## src/rtl/io_pwm_led.sv

```systemverilog
// Multi-channel LED PWM driver with fixed, breathe, on and off modes per channel,
// controlled through a chained dma_io register port with a one-cycle read latency.
module io_pwm_led #(
    parameter int          NCH      = 3,
    parameter int          PWM_W    = 8,
    parameter logic [13:0] BASE_ADR = 14'h3C00
) (
    input  logic             clk,
    input  logic             rst,
    input  logic             dma_io_we,
    input  logic [13:0]      dma_io_wadr,
    input  logic [31:0]      dma_io_wdata,
    input  logic [13:0]      dma_io_radr,
    input  logic [31:0]      dma_io_rdata_in,
    output logic [31:0]      dma_io_rdata,
    output logic [NCH-1:0]   led
);

    localparam logic [13:0] OFF_CTRL     = 14'd0;
    localparam logic [13:0] OFF_PRESCALE = 14'd1;
    localparam logic [13:0] OFF_STATUS   = 14'd2;
    localparam logic [13:0] OFF_DUTY0    = 14'd4;

    localparam logic [1:0] MODE_PWM     = 2'b00;
    localparam logic [1:0] MODE_BREATHE = 2'b01;
    localparam logic [1:0] MODE_ON      = 2'b10;

    // Counter runs 0..MAX-1, so the last value is all ones except the LSB.
    localparam logic [PWM_W-1:0] CNT_LAST = {{(PWM_W-1){1'b1}}, 1'b0};

    logic [13:0]           wr_off;
    logic [13:0]           rd_off;
    logic                  en_reg;
    logic                  inv_reg;
    logic [15:0]           prescale_reg;
    logic [15:0]           period_reg;
    logic [15:0]           pre_cnt_reg;
    logic [PWM_W-1:0]      cnt_reg;
    logic                  tick;
    logic                  wrap;
    logic [NCH-1:0]        raw;
    logic [NCH-1:0][31:0]  duty_word;
    logic [31:0]           rd_local;
    logic [31:0]           rdata_reg;
    logic [NCH-1:0]        led_reg;
    logic                  unused_wdata;

    assign wr_off       = dma_io_wadr - BASE_ADR;
    assign rd_off       = dma_io_radr - BASE_ADR;
    assign unused_wdata = ^dma_io_wdata;

    always_ff @(posedge clk) begin
        if (rst) begin
            en_reg       <= 1'b0;
            inv_reg      <= 1'b0;
            prescale_reg <= '0;
        end else if (dma_io_we) begin
            if (wr_off == OFF_CTRL) begin
                en_reg  <= dma_io_wdata[0];
                inv_reg <= dma_io_wdata[1];
            end
            if (wr_off == OFF_PRESCALE) begin
                prescale_reg <= dma_io_wdata[15:0];
            end
        end
    end

    // period_reg latches PRESCALE only at reload, so a new value never cuts a period short.
    assign tick = en_reg && (pre_cnt_reg == period_reg);
    assign wrap = tick && (cnt_reg == CNT_LAST);

    always_ff @(posedge clk) begin
        if (rst) begin
            pre_cnt_reg <= '0;
            period_reg  <= '0;
            cnt_reg     <= '0;
        end else if (!en_reg) begin
            pre_cnt_reg <= '0;
            period_reg  <= prescale_reg;
            cnt_reg     <= '0;
        end else if (tick) begin
            pre_cnt_reg <= '0;
            period_reg  <= prescale_reg;
            cnt_reg     <= (cnt_reg == CNT_LAST) ? '0 : cnt_reg + 1'b1;
        end else begin
            pre_cnt_reg <= pre_cnt_reg + 1'b1;
        end
    end

    genvar gi;
    generate
        for (gi = 0; gi < NCH; gi++) begin : g_ch
            logic [PWM_W-1:0] duty_reg;
            logic [PWM_W-1:0] br_reg;
            logic [PWM_W-1:0] br_up;
            logic [PWM_W-1:0] br_dn;
            logic [1:0]       mode_reg;
            logic             dir_reg;
            logic             duty_we;

            assign duty_we = dma_io_we && (wr_off == OFF_DUTY0 + 14'(gi));
            assign br_up   = br_reg + 1'b1;
            assign br_dn   = br_reg - 1'b1;

            always_ff @(posedge clk) begin
                if (rst) begin
                    duty_reg <= '0;
                    mode_reg <= '0;
                    br_reg   <= '0;
                    dir_reg  <= 1'b1;
                end else begin
                    if (duty_we) begin
                        duty_reg <= dma_io_wdata[PWM_W-1:0];
                        mode_reg <= dma_io_wdata[17:16];
                    end
                    // Ramp steps once per PWM period and restarts from 0 on any DUTY write.
                    if (!en_reg || duty_we) begin
                        br_reg  <= '0;
                        dir_reg <= 1'b1;
                    end else if (wrap && (mode_reg == MODE_BREATHE)) begin
                        if (duty_reg == '0) begin
                            br_reg  <= '0;
                            dir_reg <= 1'b1;
                        end else if (dir_reg) begin
                            br_reg <= br_up;
                            if (br_up >= duty_reg) begin
                                dir_reg <= 1'b0;
                            end
                        end else begin
                            br_reg <= br_dn;
                            if (br_dn == '0) begin
                                dir_reg <= 1'b1;
                            end
                        end
                    end
                end
            end

            assign raw[gi] = (mode_reg == MODE_PWM)     ? (cnt_reg < duty_reg) :
                             (mode_reg == MODE_BREATHE) ? (cnt_reg < br_reg)   :
                             (mode_reg == MODE_ON);

            assign duty_word[gi] = 32'(duty_reg) | {14'b0, mode_reg, 16'b0};
        end
    endgenerate

    always_comb begin
        rd_local = '0;
        case (rd_off)
            OFF_CTRL:     rd_local = {30'b0, inv_reg, en_reg};
            OFF_PRESCALE: rd_local = {16'b0, prescale_reg};
            OFF_STATUS:   rd_local = 32'(cnt_reg);
            default:      rd_local = '0;
        endcase
        for (int i = 0; i < NCH; i++) begin
            if (rd_off == OFF_DUTY0 + 14'(i)) begin
                rd_local = duty_word[i];
            end
        end
    end

    always_ff @(posedge clk) begin
        if (rst) begin
            rdata_reg <= '0;
            led_reg   <= '0;
        end else begin
            rdata_reg <= rd_local;
            led_reg   <= en_reg ? (raw ^ {NCH{inv_reg}}) : '0;
        end
    end

    // Gating with rst keeps stale local data off the chain for the whole reset window.
    assign dma_io_rdata = (rst ? 32'b0 : rdata_reg) | dma_io_rdata_in;
    assign led          = led_reg;

endmodule

```

## config.mk

```make
export PLATFORM = sky130hd
export DESIGN_NAME = io_pwm_led
export DESIGN_NICKNAME = d
export VERILOG_FILES = /design/src/rtl/io_pwm_led.sv
export SDC_FILE = /design/constraint.sdc
export NUM_CORES = 1
export LEC_CHECK = 0
export CAP_MARGIN = 10
export CORE_UTILIZATION = 30
export CTS_CLUSTER_DIAMETER = 200
export CTS_CLUSTER_SIZE = 20
export DETAILED_ROUTE_END_ITERATION = 8
export GPL_TIMING_DRIVEN = 1
export HOLD_SLACK_MARGIN = 0.05
export SYNTH_ARGS = -nofsm -noshare
export SYNTH_HDL_FRONTEND = slang
export SYNTH_SLANG_ARGS = --single-unit
```

## constraint.sdc

```tcl
create_clock -name clk -period 2.68 [get_ports clk]
set_clock_uncertainty 0.05 [all_clocks]
set_input_delay 0.402 -clock clk [delete_from_list [all_inputs] [get_ports clk]]
set_output_delay 0.402 -clock clk [all_outputs]
set_load 0.01 [all_outputs]
```

==> run metrics, run 1 <==
count of state elements after synthesis=136; CTS root buf=clkbuf_16; I/O Pins=130; hold_sp=rst; count of cell types in the netlist=53; total track usage=17.7%; Hold Buf Count CTS=0; CP Cell Sequence=xor2_1 > nor4_2 > nand4_1 > buf_4 > or3_4 > or4_1 > o21ai_1; Syn Std Cell Area=8590 um2; CP max FO=25; M1 GR Usage=24.7%; Power, Total=4.74 mW; Final Setup Violations=0; fillers=2818; layout cells sized above 1=8.20%; initial antenna violation count=0; Crit Reg-Reg Startpoint=pre_cnt_reg[8]; Post-synth EDFFs=0; Final ANT Viol Nets=0; fmax=395 MHz; Via density=5.15; syn_area_per_cell=7.95 um2; Setup crit start kind=flop; largest net degree at the start of global routing=57; vias in the first global route=7520; LEAKAGE=4.26 nW; via count=8042; FF/Latch Area=2730 um2; first-pass GRT wire length=40.6 mm; first-iteration detailed-routing DRC count=706; status=finished clean; synthesized netlist cell count=1080; grt met2 use=27.9%; most frequent cells in the layout=dfxtp_1, nand2_1, a21oi_1; met3 Usage GRT=2.53%; Congestion Overflow GR=0; count of pins over their slew limit=0; Crit Path Class=flop to flop; Max rail drop VDD=0.404 mV; GPL Wtd Cong=0.841; Slowest-stage cell, CP=or4_1; Port-buffer cells=87; starting density of the core=30.7%; Maximum Capacitance Violations=0; WHS Path Cells=2; max incr delay on CP=0.49 ns; Setup Fix Bufs, Post-CTS=0; core area=27900 um2; hpwl dp=18.8 mm; Arrival @ worst endpoint=2.84 ns; Clk Latency, worst-skew pair=0.43 ns; # diodes=0; ys flop type=dfxtp_1; total number of yosys warnings=0; worst hold path class=input port to flop; clk sink count=136; DR pass1 iterations=5; post_cts resized=0; worst rel slew slack=51.9%; minimum clock period=2.53 ns; Worst R2R Path Depth=7; Least-Margin Pin Slew=0.719 ns; most common cell after layout, fill and taps aside=dfxtp_1; die area=29300 um2; asr flop ratio synth=0%; average wire per standard cell=16.1 um; Area Overhead vs Synth=24.1%; number of buffers created by CTS=17; Critical path origin=pre_cnt_reg[8]; GR peak layer=met2; nets=1343; Power Density=445 nW/um2; period utilization=94.5%; final hold vios=0; Setup WS post-layout=0.147 ns; Mapped Nets=1253; DRC=0; RSZ-0062 raised after global routing=no; register area share after synthesis=31.7%; CTS max path bufs=2; Die Width=171 um; Reg clk slew, reported paths=0.07 ns; post-route setup TNS=0 ns; Die Height=171 um; Worst Path Required=2.99 ns; multi-input logic area=5400 um2; Worst Setup End Kind=flop; CTS tree=yes; Total Wirelength=25.2 mm; Max H-tree Level=4; DP Worst Slack=0.0573 ns; num rows=61
[worst paths after layout]
path | to | slack, ns
max | g_ch[2].br_reg[2] | 0.15
min | prescale_reg[13] | 0.20
max reg2reg | g_ch[2].br_reg[2] | 0.15
min reg2reg | period_reg[14] | 0.42
[cell usage after synthesis (all sizes together), types with 16 or more instances]
cell type / number / share of area (%)
nand3: 55 / 3.2
a21o: 18 / 1.6
clkbuf: 45 / 2.0
xor2: 29 / 3.0
a21oi: 94 / 5.5
inv: 54 / 2.4
and2: 18 / 1.3
nand2: 111 / 4.9
o21ai: 48 / 2.8
nor2: 93 / 4.1
ha: 78 / 11
buf: 19 / 1.5
mux2i: 36 / 4.2
and3: 16 / 1.2
xnor2: 34 / 3.5
dfxtp: 136 / 32
nor3: 26 / 1.5
nand4: 16 / 1.2
nor2b: 20 / 1.5
nor4: 19 / 1.5
[worst max-delay path: cells and delay by family (launching register included)]
family / cells / cell delay (ns)
buffers and inverters: 1 / 0.25
XOR/XNOR: 1 / 0.12
flip-flops: 1 / 0.46
AO/OA/AOI/OAI: 1 / 0.13
AND/OR/NAND/NOR: 4 / 1.44
[kinds of logic after synthesis]
group | share of synthesized area, %
and+or+nand+nor | 23.9
AOI/OAI and AO/OA | 16.5
DFF | 31.7
buffers and inverters | 5.78
adders and majority gates | 11.4
xor gates and xnor gates | 6.43
muxes | 4.33
[metal layers]
layer	vias to the layer above	wire, um
met1	3806	12300
met4	0	449
met5	-	0
met2	203	11300
li1	3999	-
met3	34	1150
[final cells by class]
type / count / area share [%]
clock inverters: 15 / 1.87
flip-flops and latches: 136 / 25.6
multi-input cells: 826 / 50.7
inverters: 54 / 1.90
clock buffers: 17 / 3.99
repair buffers: 135 / 11.5
well taps: 378 / 4.44
[per-stage QoR]
stage	util [%]	instance area, um2	cells	hold slack (ns)
finish	38.1	10700	1561	0.202
global route	38.1	10700	1561	0.210
CTS	38.0	10600	1561	0.193
detailed placement	35.8	9990	1529	0.413
global placement	35.8	9990	1529	0.400
floorplan	-	8590	1080	0.390
[power breakdown]
group	internal, mW	leakage [nW]	switching, mW
Sequential	2.02	1.10	0.0000310
Clock	1.43	0.307	1.05
Combinational	0.135	2.86	0.101
(Power assumes the default switching activity.)
==> inputs of run 2 (changes only) <==
--- a/config.mk
+++ b/config.mk
@@ -6,8 +6,8 @@
 export NUM_CORES = 1
 export LEC_CHECK = 0
 export CAP_MARGIN = 10
+export CORE_ASPECT_RATIO = 0.5
 export CORE_UTILIZATION = 30
-export CTS_CLUSTER_DIAMETER = 200
 export CTS_CLUSTER_SIZE = 20
 export DETAILED_ROUTE_END_ITERATION = 8
 export GPL_TIMING_DRIVEN = 1
==> run metrics, run 2 (synthesis gave the netlist of run 1 again) <==
status=finished clean; nets=1356; number of buffers created by CTS=17; CP Cell Sequence=xor2_1 > nor4_1 > nand4_1 > buf_4 > buf_4 > or3_1 > a2111oi_0 > o21a_1; RSZ-0062 raised after global routing=no; Combinational Power Share=4.9%; initial antenna violation count=0; post-route setup TNS=0 ns; Crit Path Class=flop to flop; CTS max path bufs=2; Least-Margin Pin Slew=0.747 ns; Seq pwr share=42.9%; I/O Pins=130; Clk pwr share=52.1%; Clk Latency, worst-skew pair=0.43 ns; crit-path most repeated cell=buf_4; fillers=2782; Final Util=38.4%; DR pass1 iterations=5; DRT met1 WL=11.9 mm; Reg clk slew, reported paths=0.06 ns; Max rail drop VDD=0.425 mV; WHS Path Cells=2; Worst Setup End Kind=flop; Slowest-stage cell, CP=or3_1; most frequent cells in the layout=dfxtp_1, nand2_1, a21oi_1; Worst R2R Path Depth=8; most common cell after layout, fill and taps aside=dfxtp_1; first-pass GRT wire length=41.1 mm; LEAKAGE=4.30 nW; first-iteration detailed-routing DRC count=561; Setup WS post-layout=0.158 ns; NetSw=1.13 mW; hpwl dp=19.2 mm; DRC=0; minimum clock period=2.52 ns; met2 WL post-DR=11.9 mm; highest routed layer=met4; Port-buffer cells=87; P_int=3.58 mW; Power, Total=4.71 mW; worst hold path class=flop to flop; Congestion Overflow GR=0; metal3 WL=962 um; fmax=396 MHz; layout cells sized above 1=8.28%; R2R setup slack=0.16 ns; Hold Buf Count CTS=0; largest net degree at the start of global routing=75; count of pins over their slew limit=0; via count=8126; Arrival @ worst endpoint=2.85 ns; Max H-tree Level=4; Power Density=440 nW/um2; starting density of the core=30.8%; clk sink count=136; # diodes=0; Maximum Capacitance Violations=0; Total Wirelength=25.4 mm; GPL Wtd Cong=0.902; Worst Path Required=3.00 ns; Setup crit start kind=flop; final hold vios=0; post_cts resized=0; max incr delay on CP=0.46 ns; Buf/Inv on CP=2; DP Worst Slack=0.00749 ns; vias in the first global route=7866; Area Overhead vs Synth=24.7%; worst rel slew slack=50.2%; die area=29300 um2; CTS root buf=clkbuf_16; CP max FO=4; period utilization=94.1%; Die Height=122 um; total track usage=17.8%; switching share of power=23.9%; Final ANT Viol Nets=0; core area=27900 um2; Die Width=241 um; Via density=5.15; critical path depth=8; average wire per standard cell=16.1 um; num rows=43; CP delay by family, top=simple AND/OR/NAND/NOR gates; CTS tree=yes; Final Setup Violations=0
-- run 2: cell types whose count changed in the layout (fill, tap and decap cells not counted), sizes merged --
cell	change
inv	-3
clkinv	-3
buf	+13
clkbuf	+2
clkinvlp	+4
-- run 2: routing by layer --
metal / up-vias / global-route usage [%]
met5: - / 0
met4: 0 / 6.57
met3: 33 / 3.10
met2: 177 / 29.5
met1: 3890 / 23.1
li1: 4026 / -
-- run 2: layout make-up --
cell class	count	area, um2	share of cell area, %
Timing Repair Buffer	148	1340	12.5
Clock inverter	13	159	1.48
Sequential cell	136	2720	25.4
Clock buffer	19	443	4.14
Tap cell	382	478	4.46
Inverter	54	203	1.89
Multi-Input combinational cell	826	5370	50.1
-- run 2: power by group through the flow --
stage	Combinational [mW]	Clock, mW	Sequential (mW)
after CTS	0.231	2.50	2.02
after detailed placement	0.230	0	2.07
after global placement	0.227	0	2.07
after global routing	0.245	2.59	2.02
final	0.232	2.45	2.02
after floorplan	0.0935	0	2.07
-- run 2: worst reg2reg max path: cells and delay by family (launching register included) --
kind            cells  cell delay [ns]
compound gates      2             0.63
xor+xnor            1             0.16
buf+inv             2             0.34
flops               1             0.32
simple gates        3             0.97
-- run 2: repair_timing --
action                                  in CTS  in global routing
setup buffers                                0                  1
cloned                                       0                  0
pin swaps                                    1                  1
endpoints found under the setup margin       1                 23
-- run 2: metrics by stage --
stage	hold slack (ns)	cells	instance area (um2)
after floorplan	0.390	1080	8590
after global placement	0.407	1545	10100
after detailed placement	0.411	1545	10100
after CTS	0.420	1577	10700
after global routing	0.440	1578	10700
final	0.422	1578	10700
-- run 2: final timing paths --
check | end | from
hold reg to reg | g_ch[0].duty_reg[4] | g_ch[0].duty_reg[4]
hold / removal | g_ch[0].duty_reg[4] | g_ch[0].duty_reg[4]
setup / recovery | g_ch[1].br_reg[6] | period_reg[6]
setup reg to reg | g_ch[1].br_reg[6] | period_reg[6]
==> inputs of run 3 (changes only) <==
--- a/config.mk
+++ b/config.mk
@@ -5,6 +5,7 @@
 export SDC_FILE = /design/constraint.sdc
 export NUM_CORES = 1
 export LEC_CHECK = 0
+export ABC_AREA = 1
 export CAP_MARGIN = 10
 export CORE_ASPECT_RATIO = 0.5
 export CORE_UTILIZATION = 30
@@ -12,6 +13,7 @@
 export DETAILED_ROUTE_END_ITERATION = 8
 export GPL_TIMING_DRIVEN = 1
 export HOLD_SLACK_MARGIN = 0.05
+export RECOVER_POWER = 50
 export SYNTH_ARGS = -nofsm -noshare
 export SYNTH_HDL_FRONTEND = slang
 export SYNTH_SLANG_ARGS = --single-unit
==> run metrics, run 3 <==
status=finished with violations; failing checks=DRC; average wire per standard cell=13.9 um; mux cell area share after synthesis=0%; count of cell types in the netlist=44; core area=29300 um2; max incr delay on CP=0.55 ns; Port-buffer cells=87; via count=8708; Reg clk slew, reported paths=0.06 ns; fillers=3121; Final Setup Violations=0; critical path depth=5; post-route setup TNS=0 ns; XOR/XNOR Fraction of Synth Area=1.94%; number of buffers created by CTS=17; Worst Path Required=2.23 ns; DRC=1; Power Density=438 nW/um2; Arrival @ worst endpoint=2.02 ns; final hold vios=0; count of pins over their slew limit=0; ys flop type=dfxtp_1; Final Util=37.3%; starting density of the core=30.8%; CP delay by family, top=buffers and inverters; Least-Margin Pin Slew=0.877 ns; Total Wirelength=25.6 mm; Yosys top cell area share=30.1%; Die Width=247 um; Clk Latency, worst-skew pair=0.43 ns; Crit Reg-Reg Startpoint=pre_cnt_reg[9]; syn_area_per_cell=6.69 um2; DR pass1 iterations=7; Max H-tree Level=4; I/O Pins=130; Area contributors post-synth=dfxtp_1, ha_1, nand2_1, inv_1, a21oi_1; fmax=404 MHz; largest family of logic cells by synthesized area=simple AND/OR/NAND/NOR gates; Worst R2R Path Depth=11; total number of yosys warnings=0; post_cts resized=0; crit path capture=dma_io_rdata[6]; Slowest-stage cell, CP=dlygate4sd3_1; hpwl dp=19.7 mm; simple-gate share of the synthesized area=28.3%; Syn Std Cell Area=9030 um2; initial antenna violation count=0; most frequent cell after synthesis=nand2_1; first-iteration detailed-routing DRC count=766; synthesized netlist cell count=1350; total track usage=16.9%; Area Overhead vs Synth=20.9%; clk sink count=136; Synth area leader=dfxtp_1; Critical path origin=rst; CTS root buf=clkbuf_16; Setup Fix Bufs, Post-CTS=0; nets=1604; most common cell after layout, fill and taps aside=nand2_1; multi-input logic area=5210 um2; Setup crit start kind=input port; first-pass GRT wire length=41.5 mm; Hold Buf Count CTS=0; Congestion Overflow GR=0; Via density=4.75; num rows=44; count of state elements after synthesis=136; period utilization=92.4%; Synth top cells by count=nand2_1, inv_1, nor2_1; GPL Wtd Cong=0.886; Synth Area in Adders=10.8%; Max rail drop VDD=0.384 mV; largest net degree at the start of global routing=55; CP max FO=28; CP Cell Sequence=dlygate4sd3_1 > inv_1 > buf_12 > a21o_1 > clkdlybuf4s50_1; Crit Path Class=input port to output pin; Compound-Gate Fraction of Synth Area=17.0%; Die Height=125 um; Final ANT Viol Nets=0; minimum clock period=2.48 ns; CTS tree=yes; FF/Latch Area=2720 um2; R2R setup slack=0.33 ns; Post-synth EDFFs=0; RSZ-0062 raised after global routing=no; worst rel slew slack=41.5%; FF-to-FF End=g_ch[1].br_reg[4]; LEAKAGE=4.87 nW; Mapped Nets=1523; Maximum Capacitance Violations=0; vias in the first global route=7987; register area share after synthesis=30.1%; # diodes=0; asr flop ratio synth=0%; die area=30900 um2; most frequent cells in the layout=nand2_1, inv_1, nor2_1; Buf/Inv on CP=4; CTS max path bufs=2; layout cells sized above 1=5.82%; worst hold path class=flop to flop; Worst Setup End Kind=output pin
run 3: cell types whose count changed after synthesis, moves of 14 or more:
cell	before	now
nor4_1	18	3
and2_1	18	2
mux2i_1	36	0
o21ai_0	44	104
nor2b_1	20	0
clkbuf_1	45	31
and3_1	16	0
a21oi_1	94	115
nor2_1	93	144
xnor2_1	34	1
inv_1	54	194
nand2_1	111	253
nand3_1	55	93
nand4_1	16	31
run 3: metrics by stage:
step / total power, mW / hold slack, ns / instance area [um2] / instances / worst slack, ns
floorplan: 2.16 / 0.380 / 9030 / 1350 / 0.694
global placement: 2.29 / 0.402 / 10400 / 1803 / 0.0642
detailed placement: 2.30 / 0.400 / 10400 / 1803 / 0.0585
CTS: 4.83 / 0.412 / 11000 / 1835 / 0.381
global route: 4.95 / 0.428 / 10900 / 1835 / 0.0742
finish: 4.79 / 0.410 / 10900 / 1835 / 0.203
run 3: worst register-to-register path, cell delays in order (launching register included):
cell	delay, ns
dfxtp_1	0.46
inv_1	0.09
nand2_1	0.07
nand2_1	0.04
nor2_1	0.08
nand2_1	0.06
nor2_1	0.30
nand3_4	0.23
nor2_4	0.56
nand3_1	0.15
nand2_1	0.12
nor2_2	0.04
run 3: cell type report:
cell class | count | share of cell area (%)
clock buffer | 19 | 3.96
sequential | 136 | 24.9
timing repair buffer | 120 | 10.2
tap | 391 | 4.48
inverter | 203 | 7.03
multi-input combinational | 953 | 47.7
clock inverter | 13 | 1.76
run 3: kinds of logic after synthesis:
kind of cell | Yosys count
simple gates | 578
compound gates | 277
flops | 136
fa+ha+maj | 78
xor+xnor | 20
buf+inv | 261
run 3: routing by layer:
metal	GRT usage, %	wire, um
met1	23.4	12700
met2	27.1	11500
met3	2.93	1110
met4	3.90	251
met5	0	0
run 3: power by group:
part / switching (mW) / internal (mW)
Clock: 0.971 / 1.57
Sequential: 0.0000380 / 2.02
Combinational: 0.0902 / 0.135
run 3: worst min path at each step:
stage,start,end,slack [ns],cells past startpoint
final,prescale_reg[11],rdata_reg[11],0.41,2
after global routing,prescale_reg[12],rdata_reg[12],0.43,2
after CTS,prescale_reg[11],rdata_reg[11],0.41,2
after detailed placement,prescale_reg[11],rdata_reg[11],0.40,2
after global placement,prescale_reg[12],rdata_reg[12],0.40,2
after floorplan,prescale_reg[10],rdata_reg[10],0.38,2
==> RTL edit 1: new RTL, settings of run 3 <==
Remove the register `led_reg`: a continuous assignment takes its place, so the output `led` follows one clock earlier.
--- a/src/rtl/io_pwm_led.sv
+++ b/src/rtl/io_pwm_led.sv
@@ -162,12 +162,12 @@
     always_ff @(posedge clk) begin
         if (rst) begin
             rdata_reg <= '0;
-            led_reg   <= '0;
         end else begin
             rdata_reg <= rd_local;
-            led_reg   <= en_reg ? (raw ^ {NCH{inv_reg}}) : '0;
         end
     end
+
+    assign led_reg = en_reg ? (raw ^ {NCH{inv_reg}}) : '0;
 
     // Gating with rst keeps stale local data off the chain for the whole reset window.
     assign dma_io_rdata = (rst ? 32'b0 : rdata_reg) | dma_io_rdata_in;
Behaviour: not the same (a bounded check fails within 4 cycles, from zero or initial values and one cycle with rst high).
==> RTL edit 1 against run 3 <==
  * The flow still finishes with violations (DRC)
  * Setup slack got worse by 130 ps
  * Sequential cell count fell by 3
  * Synthesized cell count grew 1.8%
  * Power decreased by 2.7%
  * Via count grew 4.3%
  * Fmax decreased by 4.8%
  * Wire length grew 3.4%
  * Global-route usage up 0.72 points
  * Final area increased by 6.0%
  * Area after synthesis unchanged
  * Cell count is 4.3% higher
  * Core utilization up 2.2 points
  * Critical path type is now reg2out
  * Critical endpoint is now led[2]
  * Largest power group unchanged
==> RTL edit 1: results <==
export IMPL_outcome="finished, violations left"
export IMPL_violations="DRC"
export IMPL_grt_pass1_vias=8284
export IMPL_wl_met2_um=11800
export IMPL_synth_cell_types=41
export IMPL_hold_path_class="reg2reg"
export IMPL_synth_cells=1374
export IMPL_grtUsageTotal=0.176
export IMPL_worst_path_max_fanout=5
export IMPL_switching_share=0.234
export IMPL_wl_met1_um=12700
export IMPL_dr_pass1_iters=9
export IMPL_ys_seq_area_frac=0.295
export IMPL_drtIter0Drc=554
export IMPL_dp_cells=1881
export IMPL_max_vdd_ir_drop_v=0.000316
export IMPL_rr_worst_depth=6
export IMPL_htreeDepth=4
export IMPL_r2r_start="en_reg"
export IMPL_clock_latency_ps=450
export IMPL_place_area_um2=10800
export IMPL_worst_slew_pin_slew_ps=771
export IMPL_synth_common_cells="nand2_1 (284), inv_1 (209), nor2_1 (155), dfxtp_1 (133), a21oi_1 (108)"
export IMPL_hold_path_cell_count=2
export IMPL_hold_path_startpoint="prescale_reg[14]"
export IMPL_maxUsedRoutingLayer="met4"
export IMPL_grt_max_degree=34
export IMPL_nets=1682
export IMPL_drcViolationCount=2
export IMPL_startpoint="cnt_reg[6]"
export IMPL_gp_congestion=0.897
export IMPL_post_cts_buffers=0
export IMPL_drive_gt1_frac=0.117
export IMPL_antenna_found_initial=0
export IMPL_place_hpwl_um=20300
export IMPL_fillers=3074
export IMPL_syn_num_nets=1547
export IMPL_wl_um=26400
export IMPL_synth_area_leaders="dfxtp_1 (29%), nand2_1 (12%), ha_1 (11%), inv_1 (8.7%), nor2_1 (6.4%)"
export IMPL_avgRoutedWirePerCell_um=13.8
export IMPL_ys_async_sr_fraction=0
export IMPL_crit_arrival_ps=2150
export IMPL_vias_per_cell=4.75
export IMPL_wl_met3_um=1340
export IMPL_start_kind="flip-flop"
export IMPL_grt_pass1_wl_um=42400
export IMPL_p_leak_uw=0.00523
RTL edit 1: critical path, cell delays in order, from the launching register on:
cell      delay [ps]
dfxtp_4          360
buf_4            180
ha_4             240
nand2_2           90
nor2_4            40
a211oi_2         200
nand2_1           80
nand2_1           80
a21oi_1           70
nor2_2           190
buf_2            160
RTL edit 1: final cells by class:
cell class,count,area [um2],share of cell area
Multi-Input combinational cell,973,5480,0.473
Sequential cell,133,2680,0.232
Timing Repair Buffer,170,1510,0.130
Inverter,214,815,0.0703
Tap cell,391,489,0.0422
Clock buffer,20,467,0.0403
Clock inverter,12,141,0.0122
RTL edit 1: logic make-up after synthesis:
logic type                 after synthesis  share of synthesized area
AOI/OAI and AO/OA                      259                      0.157
adders and majority gates               78                      0.108
buffers and inverters                  268                      0.122
and+or+nand+nor                        619                      0.302
DFF                                    133                      0.295
xor gates and xnor gates                17                     0.0165
RTL edit 1: per-stage QoR:
| step | utilization | setup TNS [ps] | setup WS, ps | hold WS, ps |
|---|---|---|---|---|
| global placement | 0.368 | -13.1 | -13.1 | 395 |
| CTS | 0.389 | 0 | 10.6 | 407 |
| finish | 0.395 | 0 | 77.0 | 403 |
| detailed placement | 0.368 | -8.86 | -8.86 | 398 |
| global route | 0.395 | -27.3 | -24.4 | 426 |
| floorplan | - | 0 | 666 | 380 |
RTL edit 1: power by group through the flow:
| stage | clock, uW | combinational, uW | sequential [uW] |
|---|---|---|---|
| finish | 2460 | 230 | 1970 |
| detailed placement | 0 | 231 | 2020 |
| global placement | 0 | 230 | 2020 |
| floorplan | 0 | 93.1 | 2020 |
| global route | 2610 | 251 | 1970 |
| CTS | 2510 | 232 | 1980 |
RTL edit 1: final timing paths:
path | endpoint | slack, ps
worst max-delay path | led[2] | 80
worst min-delay path | rdata_reg[14] | 400
worst max register to register | pre_cnt_reg[13] | 320
worst min register to register | rdata_reg[14] | 400
RTL edit 1: timing repair:
item / 4_1_cts / 5_1_grt
pin swaps: 3 / 12
resized for setup: 16 / 44
gates cloned: 0 / 0
setup endpoints to repair: 3 / 3
hold endpoints to repair: 0 / 0
RTL edit 1: routing by layer:
layer / vias up / track usage
met5: - / 0
met4: 0 / 0.0668
met3: 42 / 0.0379
met2: 228 / 0.280
met1: 4087 / 0.232
li1: 4728 / -
==> RTL edit 2: new RTL, config.mk and constraints of run 3 <==
Without the edit above. Set the parameter `PWM_W` to 6 (it was 8).
--- a/src/rtl/io_pwm_led.sv
+++ b/src/rtl/io_pwm_led.sv
@@ -2,7 +2,7 @@
 // controlled through a chained dma_io register port with a one-cycle read latency.
 module io_pwm_led #(
     parameter int          NCH      = 3,
-    parameter int          PWM_W    = 8,
+    parameter int          PWM_W    = 6,
     parameter logic [13:0] BASE_ADR = 14'h3C00
 ) (
     input  logic             clk,
Formal check against the unedited RTL: not equivalent (Yosys sat finds a counterexample within 4 cycles, from zero or initial values and one cycle with rst high).
==> RTL edit 2 against run 3 <==
  * Wire length decreased by 12%
  * Power fell by 10%
  * Sequential cell count decreased by 14
  * Area after synthesis down 13%
  * Clock power is 11% lower
  * Worst hold slack better by 22 ps
  * Final area down 12%
  * Sequential share of layout area increased by 0.48 points
  * Setup slack better by 84 ps
  * Critical endpoint is now dma_io_rdata[17]
  * Largest power group unchanged
==> RTL edit 2: results <==
export IMPL_antenna_cells=0
export IMPL_clock_path_buffers=2
export IMPL_crit_arrival_ps=1940
export IMPL_relSlewSlack=0.571
export IMPL_pre_cts_slack_ps=280
export IMPL_grt_max_degree=47
export IMPL_outcome="finished, final reports clean"
export IMPL_num_vias=7685
export IMPL_place_area_um2=9060
export IMPL_port_buffers=87
export IMPL_syn_num_nets=1330
export IMPL_yosysWarnings=0
export IMPL_p_leak_uw=0.00425
export IMPL_slowest_delay_ps=490
export IMPL_drive_gt1_frac=0.0546
export IMPL_ys_flop_type="dfxtp_1"
export IMPL_drtIter0Drc=610
export IMPL_worst_path_max_fanout=24
export IMPL_slowest_stage="clkdlybuf4s50_1"
export IMPL_clk_pin_slew_ps=60
export IMPL_ys_async_sr_fraction=0
export IMPL_htreeDepth=4
export IMPL_regArea_um2=2440
export IMPL_cts_root_buf="clkbuf_16"
export IMPL_dr_pass1_iters=5
export IMPL_post_cts_buffers=0
export IMPL_grt_pass1_vias=7410
export IMPL_fillers=2638
export IMPL_synth_cell_types=36
export IMPL_avgRoutedWirePerCell_um=14.0
export IMPL_synth_area_leaders="dfxtp_1 (31%), nand2_1 (12%), ha_1 (9.5%), inv_1 (8.1%), nor2_1 (5.8%)"
export IMPL_wl_um=22500
export IMPL_clock_latency_ps=440
export IMPL_crit_family="buffers and inverters"
export IMPL_gp_congestion=0.908
export IMPL_ys_seq_area_frac=0.310
export IMPL_numCtsBuffers=17
export IMPL_syn_avg_cell_area_um2=6.70
export IMPL_cts_resized=0
export IMPL_synth_common_cells="nand2_1 (244), inv_1 (170), dfxtp_1 (122), nor2_1 (122), o21ai_0 (90)"
export IMPL_grt_pass1_wl_um=36500
export IMPL_nets=1405
export IMPL_max_vdd_ir_drop_v=0.000446
export IMPL_dp_cells=1575
export IMPL_place_hpwl_um=17100
export IMPL_antenna_found_initial=0
export IMPL_hold_path_class="reg2reg"
export IMPL_grtUsageTotal=0.172
==> RTL edit 2: logic make-up (layout without fill, tap and decap cells) <==
kind of cell               Yosys count  count (layout)  share of synthesized area
AOI/OAI and AO/OA                  223             223                      0.156
xor gates and xnor gates            20              20                     0.0222
adders and majority gates           60              60                     0.0953
buffers and inverters              228             316                      0.119
DFF                                122             122                      0.310
and+or+nand+nor                    522             522                      0.297
==> RTL edit 2: final cells by class <==
cell class	count	share of cell area
clock inverter	13	0.0141
inverter	179	0.0699
sequential	122	0.254
timing repair buffer	105	0.104
clock buffer	19	0.0461
multi-input combinational	825	0.467
tap	344	0.0448
==> RTL edit 2: power by group <==
part | leakage (uW) | internal [uW] | switching [uW]
clock network | 0.000277 | 1320 | 942
logic | 0.00299 | 133 | 89.3
registers | 0.000982 | 1810 | 0.0334
total | 0.00425 | 3270 | 1030
==> RTL edit 2: per-layer routing <==
| metal | GRT usage | routed length [um] | up-vias |
|---|---|---|---|
| met5 | 0 | 0 | - |
| li1 | - | - | 3993 |
| met3 | 0.0264 | 760 | 33 |
| met4 | 0.0631 | 414 | 0 |
| met1 | 0.208 | 10600 | 3522 |
| met2 | 0.311 | 10800 | 137 |
==> RTL edit 2: worst register-to-register path: cells and delay by family (launching register included) <==
kind | cells | cell delay (ps)
fa+ha+maj | 2 | 550
compound gates | 1 | 110
flops | 1 | 510
xor+xnor | 1 | 230
simple gates | 6 | 530
buf+inv | 2 | 170
==> RTL edit 2: path summary, 6_finish.rpt <==
kind	startpoint	slack (ps)	cells after the start	endpoint
worst min register to register	prescale_reg[3]	430	2	period_reg[3]
worst min-delay path	prescale_reg[3]	430	2	period_reg[3]
worst max-delay path	rst	290	5	dma_io_rdata[17]
worst max register to register	g_ch[2].br_reg[0]	420	12	g_ch[2].dir_reg
